File: src/rtl/decode_stage.sv
// Decode stage: register file, MIPS-subset decoder, ID-stage branch/jump
// resolution with fetch redirect, and the ID/EX pipeline register.
module decode_stage #(
   parameter int NREGS = 32
) (
   input  logic        clock,
   input  logic        reset,
   input  logic        ex_id_stall,
   input  logic [31:0] if_id_instruc,
   input  logic [31:0] if_id_nextpc,
   input  logic        wb_id_regwrite,
   input  logic [4:0]  wb_id_regdest,
   input  logic [31:0] wb_id_writedata,
   output logic        id_if_selpcsource,
   output logic [1:0]  id_if_selpctype,
   output logic [31:0] id_if_pcimd2ext,
   output logic [31:0] id_if_rega,
   output logic [31:0] id_if_pcindex,
   output logic [31:0] id_ex_rega,
   output logic [31:0] id_ex_regb,
   output logic [31:0] id_ex_imedext,
   output logic [4:0]  id_ex_regdest,
   output logic [4:0]  id_ex_shamt,
   output logic [2:0]  id_ex_aluop,
   output logic        id_ex_alusrc,
   output logic        id_ex_memread,
   output logic        id_ex_memwrite,
   output logic        id_ex_regwrite
);

   localparam logic [2:0] ADD = 3'b000, SUB = 3'b001, AND = 3'b010;
   localparam logic [2:0] OR  = 3'b011, SLT = 3'b100, SLL = 3'b101;
   localparam logic [2:0] SRL = 3'b110, PASSB = 3'b111;

   typedef enum logic {RUN, SHADOW} state_t;

   state_t      r_state, w_state_nxt;
   logic [31:0] r_regs [NREGS];

   logic [5:0]  w_opc, w_funct;
   logic [4:0]  w_rs, w_rt, w_rd_f, w_sh_f;
   logic [15:0] w_imm16;
   logic [31:0] w_sext, w_zext;
   logic [31:0] w_rs_val, w_rt_val;
   logic        w_wb_en;

   logic        w_valid, w_redir;
   logic [1:0]  w_type;
   logic [31:0] w_ra, w_rb, w_imm;
   logic [4:0]  w_rd, w_sh;
   logic [2:0]  w_aluop;
   logic        w_src, w_mr, w_mw, w_rw;
   logic        w_bubble;

   assign w_opc   = if_id_instruc[31:26];
   assign w_rs    = if_id_instruc[25:21];
   assign w_rt    = if_id_instruc[20:16];
   assign w_rd_f  = if_id_instruc[15:11];
   assign w_sh_f  = if_id_instruc[10:6];
   assign w_funct = if_id_instruc[5:0];
   assign w_imm16 = if_id_instruc[15:0];
   assign w_sext  = {{16{w_imm16[15]}}, w_imm16};
   assign w_zext  = {16'h0, w_imm16};

   // write-first bypass so a value retiring this cycle is seen by ID
   assign w_wb_en  = wb_id_regwrite && (wb_id_regdest != 5'd0);
   assign w_rs_val = (w_wb_en && wb_id_regdest == w_rs) ? wb_id_writedata
                   : (w_rs == 5'd0) ? 32'h0 : r_regs[w_rs];
   assign w_rt_val = (w_wb_en && wb_id_regdest == w_rt) ? wb_id_writedata
                   : (w_rt == 5'd0) ? 32'h0 : r_regs[w_rt];

   always_comb begin
      w_valid = 1'b0;
      w_redir = 1'b0;
      w_type  = 2'b00;
      w_ra    = w_rs_val;
      w_rb    = w_rt_val;
      w_imm   = 32'h0;
      w_rd    = 5'd0;
      w_sh    = 5'd0;
      w_aluop = ADD;
      w_src   = 1'b0;
      w_mr    = 1'b0;
      w_mw    = 1'b0;
      w_rw    = 1'b0;
      case (w_opc)
         6'h00: begin
            w_rd = w_rd_f;
            w_rw = 1'b1;
            w_valid = 1'b1;
            case (w_funct)
               6'h20: w_aluop = ADD;
               6'h22: w_aluop = SUB;
               6'h24: w_aluop = AND;
               6'h25: w_aluop = OR;
               6'h2A: w_aluop = SLT;
               6'h00: begin w_aluop = SLL; w_sh = w_sh_f; end
               6'h02: begin w_aluop = SRL; w_sh = w_sh_f; end
               6'h08: begin w_valid = 1'b0; w_redir = 1'b1; w_type = 2'b01; end
               6'h0C: begin w_valid = 1'b0; w_redir = 1'b1; w_type = 2'b11; end
               default: w_valid = 1'b0;
            endcase
         end
         6'h08, 6'h0C, 6'h0D, 6'h0F, 6'h23, 6'h2B: begin
            w_valid = 1'b1;
            w_rd    = w_rt;
            w_src   = 1'b1;
            w_rw    = 1'b1;
            w_imm   = w_sext;
            case (w_opc)
               6'h0C: begin w_aluop = AND; w_imm = w_zext; end
               6'h0D: begin w_aluop = OR;  w_imm = w_zext; end
               6'h0F: begin w_aluop = PASSB; w_imm = {w_imm16, 16'h0}; end
               6'h23: w_mr = 1'b1;
               6'h2B: begin w_mw = 1'b1; w_rw = 1'b0; end
               default: w_aluop = ADD;
            endcase
         end
         6'h04: w_redir = (w_rs_val == w_rt_val);
         6'h05: w_redir = (w_rs_val != w_rt_val);
         6'h02: begin w_redir = 1'b1; w_type = 2'b10; end
         6'h03: begin
            w_redir = 1'b1;
            w_type  = 2'b10;
            w_valid = 1'b1;
            w_rd    = 5'd31;
            w_ra    = 32'h0;
            w_rb    = 32'h0;
            w_imm   = if_id_nextpc;
            w_src   = 1'b1;
            w_rw    = 1'b1;
         end
         default: w_valid = 1'b0;
      endcase
      if (if_id_instruc == 32'h0) w_valid = 1'b0;
   end

   assign id_if_selpcsource = w_redir && !ex_id_stall && (r_state == RUN);
   assign id_if_selpctype   = w_type;
   assign id_if_pcimd2ext   = if_id_nextpc + {w_sext[29:0], 2'b00};
   assign id_if_rega        = w_rs_val;
   assign id_if_pcindex     = {if_id_nextpc[31:28], if_id_instruc[25:0], 2'b00};

   // SHADOW holds the wrong-path instruction fetched behind a redirect
   always_comb begin
      w_state_nxt = r_state;
      if (!ex_id_stall) begin
         if (r_state == SHADOW) w_state_nxt = RUN;
         else if (w_redir)      w_state_nxt = SHADOW;
      end
   end

   assign w_bubble = (r_state == SHADOW) || !w_valid;

   always_ff @(posedge clock) begin
      if (reset) begin
         r_state <= RUN;
      end else begin
         r_state <= w_state_nxt;
      end
   end

   always_ff @(posedge clock) begin
      if (reset) begin
         for (int i = 0; i < NREGS; i++) r_regs[i] <= 32'h0;
      end else if (w_wb_en) begin
         r_regs[wb_id_regdest] <= wb_id_writedata;
      end
   end

   always_ff @(posedge clock) begin
      if (reset || (!ex_id_stall && w_bubble)) begin
         id_ex_rega     <= 32'h0;
         id_ex_regb     <= 32'h0;
         id_ex_imedext  <= 32'h0;
         id_ex_regdest  <= 5'd0;
         id_ex_shamt    <= 5'd0;
         id_ex_aluop    <= 3'b000;
         id_ex_alusrc   <= 1'b0;
         id_ex_memread  <= 1'b0;
         id_ex_memwrite <= 1'b0;
         id_ex_regwrite <= 1'b0;
      end else if (!ex_id_stall) begin
         id_ex_rega     <= w_ra;
         id_ex_regb     <= w_rb;
         id_ex_imedext  <= w_imm;
         id_ex_regdest  <= w_rd;
         id_ex_shamt    <= w_sh;
         id_ex_aluop    <= w_aluop;
         id_ex_alusrc   <= w_src;
         id_ex_memread  <= w_mr;
         id_ex_memwrite <= w_mw;
         id_ex_regwrite <= w_rw;
      end
   end

endmodule

File: config.mk
export PLATFORM = sky130hd
export DESIGN_NAME = decode_stage
export DESIGN_NICKNAME = d
export VERILOG_FILES = /design/src/rtl/decode_stage.sv
export SDC_FILE = /design/constraint.sdc
export NUM_CORES = 2
export LEC_CHECK = 0
export ABC_CLOCK_PERIOD_IN_PS = 7100
export CAP_MARGIN = 20
export CORE_ASPECT_RATIO = 2
export CORE_MARGIN = 2
export CORE_UTILIZATION = 60
export CTS_CLUSTER_SIZE = 14
export DETAILED_ROUTE_END_ITERATION = 16
export PLACE_DENSITY = 0.9
export RECOVER_POWER = 25
export SETUP_SLACK_MARGIN = 0.02
export SLEW_MARGIN = 20
export SYNTH_ARGS = -nofsm -noshare
export SYNTH_HDL_FRONTEND = slang
export SYNTH_SLANG_ARGS = --single-unit
File: constraint.sdc
create_clock -name clock -period 7.1 [get_ports clock]
set_input_delay 1.42 -clock clock [delete_from_list [all_inputs] [get_ports clock]]
set_output_delay 1.42 -clock clock [all_outputs]
set_load 0.02 [all_outputs]
==> results.json <==
{
  "outcome": "complete, but fails checks",
  "violations": "capacitance limit, slew limit, setup timing",
  "h-tree-depth": 3,
  "cts_made_buffers": 97,
  "max_freq_mhz": 137.0,
  "boundaryPins": 317,
  "cts_tree": "yes",
  "synthArstFlopShare_pct": 0,
  "ys_warn_count": 0,
  "slew_viol_final": 749,
  "place_congestion": 1.063,
  "antenna_found_initial": 25,
  "clk_pin_slew_ns": 0.08,
  "syn_area_um2": 61240,
  "viasPerCell": 7.601,
  "ys_seq_elements": 1138,
  "yosys_most_used_dff": "edfxtp_1",
  "fin_crit_sh_pct": 102.8,
  "drive_above_1_share_pct": 23.27,
  "r2r_slack_ns": 2.90,
  "dr_total_vias": 47610,
  "fin_ws_ns": -0.1973,
  "cts.sinks": 1138,
  "syn_inst": 4435,
  "stdcell_area_um2": 71080,
  "criticalPathCategory": "input pin to register",
  "synth_edf_count": 1024,
  "synthTopCellsByArea": "edfxtp_1 (50%), mux4_2 (17%), and2_1 (10%)",
  "place_inst": 6074,
  "ir_drop_uv": 178.0,
  "final-hold-violation-count": 0,
  "max_cap_viol_count": 22,
  "hpwl_um": 155900,
  "areaGrowthSynthToFinish_pct": 16.06,
  "worst_slew_pin_slew_ns": 3.438,
  "routedWlPerCell_um": 38.67,
  "grt-ovfl-total": 0,
  "start_util_pct": 60.54,
  "power.total_mw": 16.04,
  "clk_latency_ns": 0.75,
  "ant_nets": 0,
  "synth_seq_area_share_pct": 53.93,
  "leakagePower_nw": 25.41,
  "finalWirelength_um": 242300,
  "regArea_um2": 33030,
  "drt_iter0_drc": 8275,
  "finalSetupViolCount": 32,
  "rows": 165,
  "grt_pass1_wl_um": 341800,
  "instances_no_fill": 6264,
  "place_ws_ns": -0.3487,
  "grt_pass1_vias": 48620,
  "root_buffer": "clkbuf_16",
  "fin_skew_ns": 0.02474,
  "ys_types": 74,
  "fp.dieH_um": 455.8,
  "max_slew_margin_pct": -129.2,
  "grt_max_degree": 68,
  "avgSynthCellArea_um2": 13.81,
  "dr.pass1.iters": 9,
  "place_area_um2": 67940,
  "synth_area_leader_cell": "edfxtp_1",
  "multi_input_area_um2": 26300,
  "drc": 0,
  "p_per_area_nw_per_um2": 225.6,
  "required_ns": 7.51,
  "nFillCells": 6229,
  "io_buffers": 314,
  "final_util_pct": 70.26,
  "grt_use_total_pct": 46.44,
  "nets": 4979,
  "cp_data_arrival_time_ns": 7.70,
  "tns_ns": -2.998,
  "period_minus_slack_ns": 7.297,
  "clockBufferDepth": 3,
  "crit_path_max_fanout": 33,
  "holdWs_ns": 0.4668,
  "endpoint_kind": "register",
  "synth_commonest_cells": "edfxtp_1 (1024), and2_1 (1003), mux4_2 (474), clkbuf_1 (317), nor2_1 (209)",
  "core_area_um2": 101200,
  "yosysMostFrequentCell": "edfxtp_1",
  "hold_buffers": 0,
  "synth_top_area_share_pct": 50.21,
  "startpoint_type": "input pin",
  "min_path_type": "register to register",
  "die_x_um": 229.9,
  "fp.dieArea_um2": 104800
}
## registers in the layout (all words and copies together) (netlist names)
| name | count |
|---|---|
| id_ex_aluop | 3 |
| id_ex_rega | 32 |
| id_ex_regb | 32 |
| id_ex_regdest | 5 |
| id_ex_alusrc | 1 |
| id_ex_imedext | 32 |
| r_regs | 1024 |
| id_ex_memwrite | 1 |
| id_ex_regwrite | 1 |
| id_ex_shamt | 5 |
| id_ex_memread | 1 |
| r_state | 1 |
## timing repair
item	CTS	global route
setup endpoints to repair	7	8
resized for setup	17	23
buffers inserted	0	4
pin swaps	1	4
cloned	1	1
## report_power, final
group | total (mW) | internal [mW] | switching, mW
logic | 2.97 | 1.21 | 1.76
registers | 7.86 | 7.65 | 0.213
clock network | 5.20 | 2.69 | 2.51
## worst paths after layout
| path | end | start | cells after the start |
|---|---|---|---|
| min | id_ex_imedext[28]$_SDFFE_PP0N_ | id_ex_imedext[28]$_SDFFE_PP0N_ | 2 |
| min reg2reg | id_ex_imedext[28]$_SDFFE_PP0N_ | id_ex_imedext[28]$_SDFFE_PP0N_ | 2 |
| max reg2reg | r_state$_SDFFE_PP0N_ | r_regs[15][12]$_SDFFCE_PN0P_ | 16 |
| max | r_regs[11][5]$_SDFFCE_PN0P_ | reset | 7 |
## placed cells by master (no fill, tap or decap), drive strengths merged, types with 26 or more instances in the layout
cell / count
xor2: 33
a211oi: 41
clkbuf: 159
dfxtp: 114
a22o: 41
buf: 426
nor2: 209
xnor2: 35
edfxtp: 1024
or2: 33
mux2i: 151
nand3: 33
mux4: 479
o221ai: 26
inv: 43
nand2: 114
o22ai: 42
conb: 34
ha: 29
and2: 1003
o21ai: 38
clkdlybuf4s50: 183
a22oi: 140
a21oi: 91
dlygate4sd3: 113
## worst max-delay path, stage by stage
cell,delay (ns)
clkbuf_1,0.86
nor2b_1,0.58
nand3_1,0.60
nor2_2,0.24
clkbuf_1,2.18
or2_2,1.28
buf_4,0.51
## layer usage
metal  GRT usage, %  part of all wire [%]  vias to the layer above
met5         0.7463                 0.040                        -
met4          46.26                    13                       16
met3          21.00                    17                     2017
met2          69.85                    44                     5555
met1          46.51                    26                    22420
li1               -                     -                    17610
## kinds of logic after synthesis
logic type,after synthesis,synth area share (%)
AO/OA/AOI/OAI,550,6.468
XOR/XNOR,68,0.9724
adder cells (fa/ha/maj),30,0.6251
buffers and inverters,513,3.773
flip-flops,1138,53.93
multiplexers,640,20.30
other,1,0.006123
AND/OR/NAND/NOR,1495,13.92
## cell type report
| type | count | share of cell area [%] |
|---|---|---|
| Multi-Input combinational cell | 2817 | 37.00 |
| Antenna cell | 20 | 0.07041 |
| Sequential cell | 1138 | 46.47 |
| Clock buffer | 135 | 3.756 |
| Clock inverter | 28 | 0.3274 |
| Tap cell | 1336 | 2.352 |
| Timing Repair Buffer | 751 | 9.821 |
| Inverter | 39 | 0.2060 |
(Power assumes the default switching activity.)
